**src/rtl/ov5640_cfg_seq_if.sv**
```systemverilog
// Start/done handshake between the configuration sequencer and the SCCB master.
interface ov5640_cfg_seq_if;
  logic        start;
  logic [31:0] data;
  logic        busy;
  logic        done;

  modport master (output start, output data, input busy, input done);
  modport slave  (input start, input data, output busy, output done);
endinterface

```
**src/rtl/ov5640_cfg_seq.sv**
```systemverilog
// OV5640 register-initialisation sequencer: walks a config table and feeds each
// word to the SCCB master, inserting programmed waits for delay entries.
module ov5640_cfg_seq #(
  parameter logic [19:0] INIT_DELAY = 20'd50000,
  parameter logic [7:0]  REG_NUM    = 8'd250,
  parameter int unsigned IDX_W      = 8,
  parameter logic [15:0] GAP_CYCLES = 16'd16,
  parameter logic [19:0] TIMEOUT    = 20'd200000
) (
  input  logic                 sysclk,
  input  logic                 rst_n,
  input  logic                 reinit,
  output logic [IDX_W-1:0]     lut_index,
  input  logic [31:0]          lut_data,
  ov5640_cfg_seq_if.master     sccb,
  output logic                 cfg_busy,
  output logic                 cfg_done,
  output logic                 cfg_err
);

  localparam int unsigned CNT_W  = 24;
  localparam int unsigned WORD_W = 32;

  typedef enum logic [3:0] {
    PWR_WAIT, FETCH, ISSUE, WAIT_DONE, GAP, DELAY, NEXT, DONE, ERR
  } state_t;

  state_t             state_q, state_d;
  logic [CNT_W-1:0]   cnt_q, cnt_d, cnt_inc;
  logic [IDX_W-1:0]   idx_q, idx_d;
  logic [WORD_W-1:0]  word_q, word_d;
  logic [WORD_W-1:0]  data_q, data_d;
  logic               start_q, start_d;
  logic               busy_q, busy_d;
  logic               done_q, done_d;
  logic               err_q, err_d;

  // Shared cycle counter, saturating so long delays never wrap back to short ones
  assign cnt_inc = (cnt_q == {CNT_W{1'b1}}) ? cnt_q : cnt_q + CNT_W'(1);

  always_comb begin
    state_d = state_q;
    cnt_d   = cnt_inc;
    idx_d   = idx_q;
    word_d  = word_q;
    data_d  = data_q;
    start_d = 1'b0;

    case (state_q)
      PWR_WAIT: begin
        if (cnt_inc >= CNT_W'(INIT_DELAY)) begin
          state_d = FETCH;
          cnt_d   = '0;
        end
      end
      // Two cycles with a stable index so a registered ROM has its word ready
      FETCH: begin
        if (cnt_q != '0) begin
          word_d  = lut_data;
          cnt_d   = '0;
          state_d = (lut_data[31:24] == 8'hFF) ? DELAY : ISSUE;
        end
      end
      ISSUE: begin
        cnt_d = '0;
        if (!sccb.busy) begin
          start_d = 1'b1;
          data_d  = word_q;
          state_d = WAIT_DONE;
        end
      end
      WAIT_DONE: begin
        if (sccb.done) begin
          state_d = GAP;
          cnt_d   = '0;
        end else if ((TIMEOUT != '0) && (cnt_inc >= CNT_W'(TIMEOUT))) begin
          state_d = ERR;
          cnt_d   = '0;
        end
      end
      GAP: begin
        if (cnt_inc >= CNT_W'(GAP_CYCLES)) begin
          state_d = NEXT;
          cnt_d   = '0;
        end
      end
      DELAY: begin
        if (cnt_inc >= word_q[CNT_W-1:0]) begin
          state_d = NEXT;
          cnt_d   = '0;
        end
      end
      NEXT: begin
        cnt_d = '0;
        if (idx_q == IDX_W'(REG_NUM - 8'd1)) begin
          state_d = DONE;
        end else begin
          idx_d   = idx_q + IDX_W'(1);
          state_d = FETCH;
        end
      end
      DONE, ERR: begin
        cnt_d = '0;
        if (reinit) begin
          idx_d   = '0;
          state_d = PWR_WAIT;
        end
      end
      default: begin
        state_d = PWR_WAIT;
        cnt_d   = '0;
      end
    endcase

    busy_d = !((state_d == DONE) || (state_d == ERR));
    done_d = (state_d == DONE);
    err_d  = (state_d == ERR);
  end

  always_ff @(posedge sysclk or negedge rst_n) begin
    if (!rst_n) begin
      state_q <= PWR_WAIT;
      cnt_q   <= '0;
      idx_q   <= '0;
      word_q  <= '0;
      data_q  <= '0;
      start_q <= 1'b0;
      busy_q  <= 1'b0;
      done_q  <= 1'b0;
      err_q   <= 1'b0;
    end else begin
      state_q <= state_d;
      cnt_q   <= cnt_d;
      idx_q   <= idx_d;
      word_q  <= word_d;
      data_q  <= data_d;
      start_q <= start_d;
      busy_q  <= busy_d;
      done_q  <= done_d;
      err_q   <= err_d;
    end
  end

  assign lut_index  = idx_q;
  assign sccb.start = start_q;
  assign sccb.data  = data_q;
  assign cfg_busy   = busy_q;
  assign cfg_done   = done_q;
  assign cfg_err    = err_q;

endmodule

```
**src/flat_wrapper.sv**
```systemverilog
// flat-port wrapper written by rule: the top's interface ports become plain ports
module ov5640_cfg_seq_flat 
#(
  parameter logic [19:0] INIT_DELAY = 20'd50000,
  parameter logic [7:0]  REG_NUM    = 8'd250,
  parameter int unsigned IDX_W      = 8,
  parameter logic [15:0] GAP_CYCLES = 16'd16,
  parameter logic [19:0] TIMEOUT    = 20'd200000
)
  (sysclk, rst_n, reinit, lut_index, lut_data, cfg_busy, cfg_done, cfg_err, sccb_start, sccb_data, sccb_busy, sccb_done);
  ov5640_cfg_seq_if sccb_i ();
  input  logic sysclk;
  input  logic rst_n;
  input  logic reinit;
  output logic [IDX_W-1:0] lut_index;
  input  logic [31:0] lut_data;
  output logic cfg_busy;
  output logic cfg_done;
  output logic cfg_err;
  output wire logic [$bits(sccb_i.start)-1:0] sccb_start;
  output wire logic [$bits(sccb_i.data)-1:0] sccb_data;
  input wire logic [$bits(sccb_i.busy)-1:0] sccb_busy;
  input wire logic [$bits(sccb_i.done)-1:0] sccb_done;
  assign sccb_start = sccb_i.start;
  assign sccb_data = sccb_i.data;
  assign sccb_i.busy = sccb_busy;
  assign sccb_i.done = sccb_done;
  ov5640_cfg_seq #(.INIT_DELAY(INIT_DELAY), .REG_NUM(REG_NUM), .IDX_W(IDX_W), .GAP_CYCLES(GAP_CYCLES), .TIMEOUT(TIMEOUT)) u_core (.sysclk(sysclk), .rst_n(rst_n), .reinit(reinit), .lut_index(lut_index), .lut_data(lut_data), .sccb(sccb_i), .cfg_busy(cfg_busy), .cfg_done(cfg_done), .cfg_err(cfg_err));
endmodule
```
**config.mk**
```make
export PLATFORM = sky130hd
export DESIGN_NAME = ov5640_cfg_seq_flat
export DESIGN_NICKNAME = d
export VERILOG_FILES = /design/src/rtl/ov5640_cfg_seq_if.sv /design/src/rtl/ov5640_cfg_seq.sv /design/src/flat_wrapper.sv
export SDC_FILE = /design/constraint.sdc
export NUM_CORES = 1
export LEC_CHECK = 0
export ABC_AREA = 1
export BUFFER_PORTS_ARGS = -buffer_cell sky130_fd_sc_hd__buf_4
export CAP_MARGIN = 20
export CORE_UTILIZATION = 50
export DETAILED_ROUTE_END_ITERATION = 6
export HOLD_SLACK_MARGIN = 0.02
export PLACE_DENSITY_LB_ADDON = 0.08
export SYNTH_ARGS = -nofsm -noshare
export SYNTH_HDL_FRONTEND = slang
export SYNTH_SLANG_ARGS = --single-unit
```
**constraint.sdc**
```tcl
create_clock -name sysclk -period 4.1 [get_ports sysclk]
set_input_delay 0.82 -clock sysclk [delete_from_list [all_inputs] [get_ports sysclk]]
set_output_delay 0.82 -clock sysclk [all_outputs]
set_load 0.01 [all_outputs]
```
==> impl_results.md <==
- VDD IR max: 0.000469 V
- Total negative slack: 0 ns
- Crit Path Category: register to register
- Post-synth ARST share: 100%
- Critical path launch point type: register
- Max FO, Critical Path: 21
- Final ANT Viol Nets: 0
- Fmax: about 0.28 GHz
- Fin crit share: 88.0%
- Remaining global-route overflow: 0
- WL/cell: 14.9 um
- Worst R2R Path Depth: 23
- I/O pin total: 81
- FF+latch count, synth: roughly 100
- Number of nets in the layout: between 800 and 900
- Power per Cell Area: 577 nW/um^2
- Top cell type's share of synthesized area: a little over two fifths
- Final worst slack: 0.494 ns
- Synth Flop Type: dfrtp_1
- Reg2reg start: u_core.cnt_q[0]
- Worst R2R End: u_core.cnt_q[20]
- Drt first pass iters: 7
- Minimum clock period: 3.61 ns
- Die area: 12400 sq um
- Site row count: 39
- ANT cells: 0
- Sink Count: 104
- Multiplexer area fraction after synthesis: 2.42%
- Crit path DAT: between 3 and 4 ns
- Die span in y: 112 um
- Post-DP Area: ~6700 sq um
- Worst-path clk slew: roughly 0.07 ns
- Total core area: roughly 12000 sq um
- Syn. warnings: 0
- Syn_area_per_cell: around 8.0 sq um
- Largest family of logic cells by synthesized area: simple AND/OR/NAND/NOR gates
- DRC: 4
- Synth Area in Compound Gates: a little over a tenth
- CP Data Required Time: 4.37 ns
- Cell variety after synth: 38
- Overall routed net length: 14500 um
- Final Hold Viols: 0
- EDFF count, synth: 0
- Synthesized Nets: 809
- Fraction of layout cells with a size suffix above 1: 20.4%
- GRT Util Overall: 24.6%
- Synth Area in Simple Gates: 27.1%
- Final instance area: between 7000 and 8000 sq um
- Cts-stage hold buffer count: 0
- Slew @ Worst Pin: 0.789 ns
- Pre-CTS WS: 0.508 ns
- Clock Tree Buf Depth: 2
- Initial Util: 51.8%
- Sequential-to-total area share from yosys stat: 43.4%
- CTS Buf Count: 9
- Fin Clk Skew: between 0.009 and 0.01 ns
- First-pass GRT wire length: 23900 um
- Synthesized-area fraction occupied by adder cells: 5.43%
- Via count: between 5000 and 6000
- Final setup fails: 0
- CTS H-tree depth: 3
- Post-CTS setup buffers: 0
- Final Power: 4060 uW
- Dominant cell type by area after synthesis: dfrtp_1
- DRT iter0 DRCs: 348
- Final HPWL DP: 11200 um
- Root buf cell: clkbuf_16
- RePlAce Congestion: 0.912
- Status: finished, violations left
- Fin. max-slew vios: 0
- Vias in the first global route: 4908
- Failing checks: DRC
- # fillers: 1082
- Post-CTS Resized: 0
- Slew margin rel.: 47.2%
- Worst hold-check path type: input pin to asynchronous set/reset pin
- Post-synth top cells: nand2_1 (166), inv_1 (115), dfrtp_1 (104)
- Initial antenna violation count: 0
- PortBufs: 80
- # Max-Cap Violations: 0
- Syn-to-layout area delta: 17.4%
- Unrepaired setup endpoints after global routing: false
- Pleak: 0.00352 uW
- Largest net degree at the start of global routing: 78
- Later-pin clock latency in the skew report: 0.35 ns
- Vias per inst: just over 5
- Gate count of the mapped netlist: 746
- CP Capture Type: register
- Xor and xnor area share after synthesis: 1.17%
- Die W: 112 um
- Synth top area cells: dfrtp_1 (43%), nand2_1 (10%), inv_1 (7.2%)
- R2R Setup Slk: slightly below 0.5 ns
- TritonCTS clock tree: done
- Top-count cell post-synth: nand2_1
- Mapped cell area: 6000 sq um
routing by layer:
metal | global-route usage (%) | vias to the layer above | routed length, um
met5 | 0 | - | 0
met4 | 8.38 | 0 | 299
met3 | 4.46 | 18 | 487
met2 | 42.8 | 99 | 7250
met1 | 30.7 | 2381 | 6440
li1 | - | 2549 | -
worst max-delay path, cell delays in order, from the launching register on:
cell	delay (ns)
dfrtp_1	0.43
ha_1	0.31
inv_2	0.09
nor2_4	0.17
nand2_2	0.11
nor2_1	0.17
nand4_1	0.16
nand2_1	0.11
xor2_1	0.22
inv_1	0.07
ha_1	0.27
nand2_1	0.06
nand2_1	0.05
nand2_1	0.05
nand2_1	0.04
nand2_1	0.05
nand2_1	0.04
nand2_1	0.05
nand2_1	0.04
nand2_1	0.08
nor2_2	0.05
nor2_2	0.13
nand4_4	0.44
a21oi_2	0.33
sequential cells by signal, summed over array words and instances (netlist names):
name and flops:
u_core.cfg_busy 1, u_core.cfg_done 1, u_core.cfg_err 1, u_core.cnt_q 24, u_core.lut_index 8, u_core.sccb.data 32
u_core.sccb.start 1, u_core.state_q 4, u_core.word_q 32
worst max-delay path by stage:
| stage | slack, ns | cells after the start | endpoint | from |
|---|---|---|---|---|
| after CTS | 0.48 | 23 | u_core.cnt_q[20] | u_core.cnt_q[0] |
| final | 0.49 | 23 | u_core.cnt_q[20] | u_core.cnt_q[0] |
| after detailed placement | 0.51 | 23 | u_core.cnt_q[17] | u_core.cnt_q[0] |
| after global placement | 0.66 | 23 | u_core.cnt_q[16] | u_core.cnt_q[0] |
| after floorplan | 0.95 | 27 | u_core.cnt_q[16] | u_core.cnt_q[0] |
| after global routing | 0.07 | 23 | u_core.cnt_q[17] | u_core.cnt_q[0] |
per-stage QoR:
step | instances | utilization [%] | hold WS (ns)
2_1_floorplan | 746 | - | 0.448
3_3_place_gp | 955 | 57.9 | 0.462
3_5_place_dp | 955 | 57.9 | 0.475
4_1_cts | 971 | 60.6 | 0.490
5_1_grt | 972 | 60.9 | 0.314
6_report | 972 | 60.9 | 0.313
report_power, final:
group / switching, uW / internal, uW
sequential: 204 / 1390
combinational: 891 / 678
clock: 411 / 486
total: 1510 / 2550
cell families after synthesis:
kind of cell,after synthesis
adder cells (fa/ha/maj),26
AO/OA/AOI/OAI,101
multiplexers,13
XOR/XNOR,8
flip-flops,104
AND/OR/NAND/NOR,356
buffers and inverters,138
final cells by class:
type	instances	area, sq um	area share, %
clock buffers	9	225	3.20
clock inverters	7	90.1	1.28
inverters	119	447	6.35
multi-input cells	504	2830	40.2
flip-flops and latches	104	2600	37.0
well taps	143	179	2.54
repair buffers	86	666	9.46
cells in the final DEF, fill, tap and decap left out, types with 2 or more instances in the layout:
| cell type | count |
|---|---|
| nand2_1 | 165 |
| inv_1 | 115 |
| dfrtp_1 | 104 |
| buf_4 | 85 |
| nor2_1 | 79 |
| nand3_1 | 37 |
| a21oi_1 | 36 |
| ha_1 | 26 |
| o21a_1 | 24 |
| nand4_1 | 18 |
| a21oi_2 | 18 |
| o21ai_0 | 14 |
| nand2_2 | 12 |
| nor3_1 | 12 |
| mux2_2 | 12 |
| clkbuf_16 | 9 |
| xor2_1 | 8 |
| nor2_2 | 7 |
| nor2_4 | 6 |
| nor4_1 | 6 |
| nand3_2 | 5 |
| inv_2 | 4 |
| a21o_1 | 3 |
| nand3b_1 | 2 |
| a211oi_1 | 2 |
| nor3b_1 | 2 |
| clkinvlp_4 | 2 |
Power figures use the tool's default switching activity.
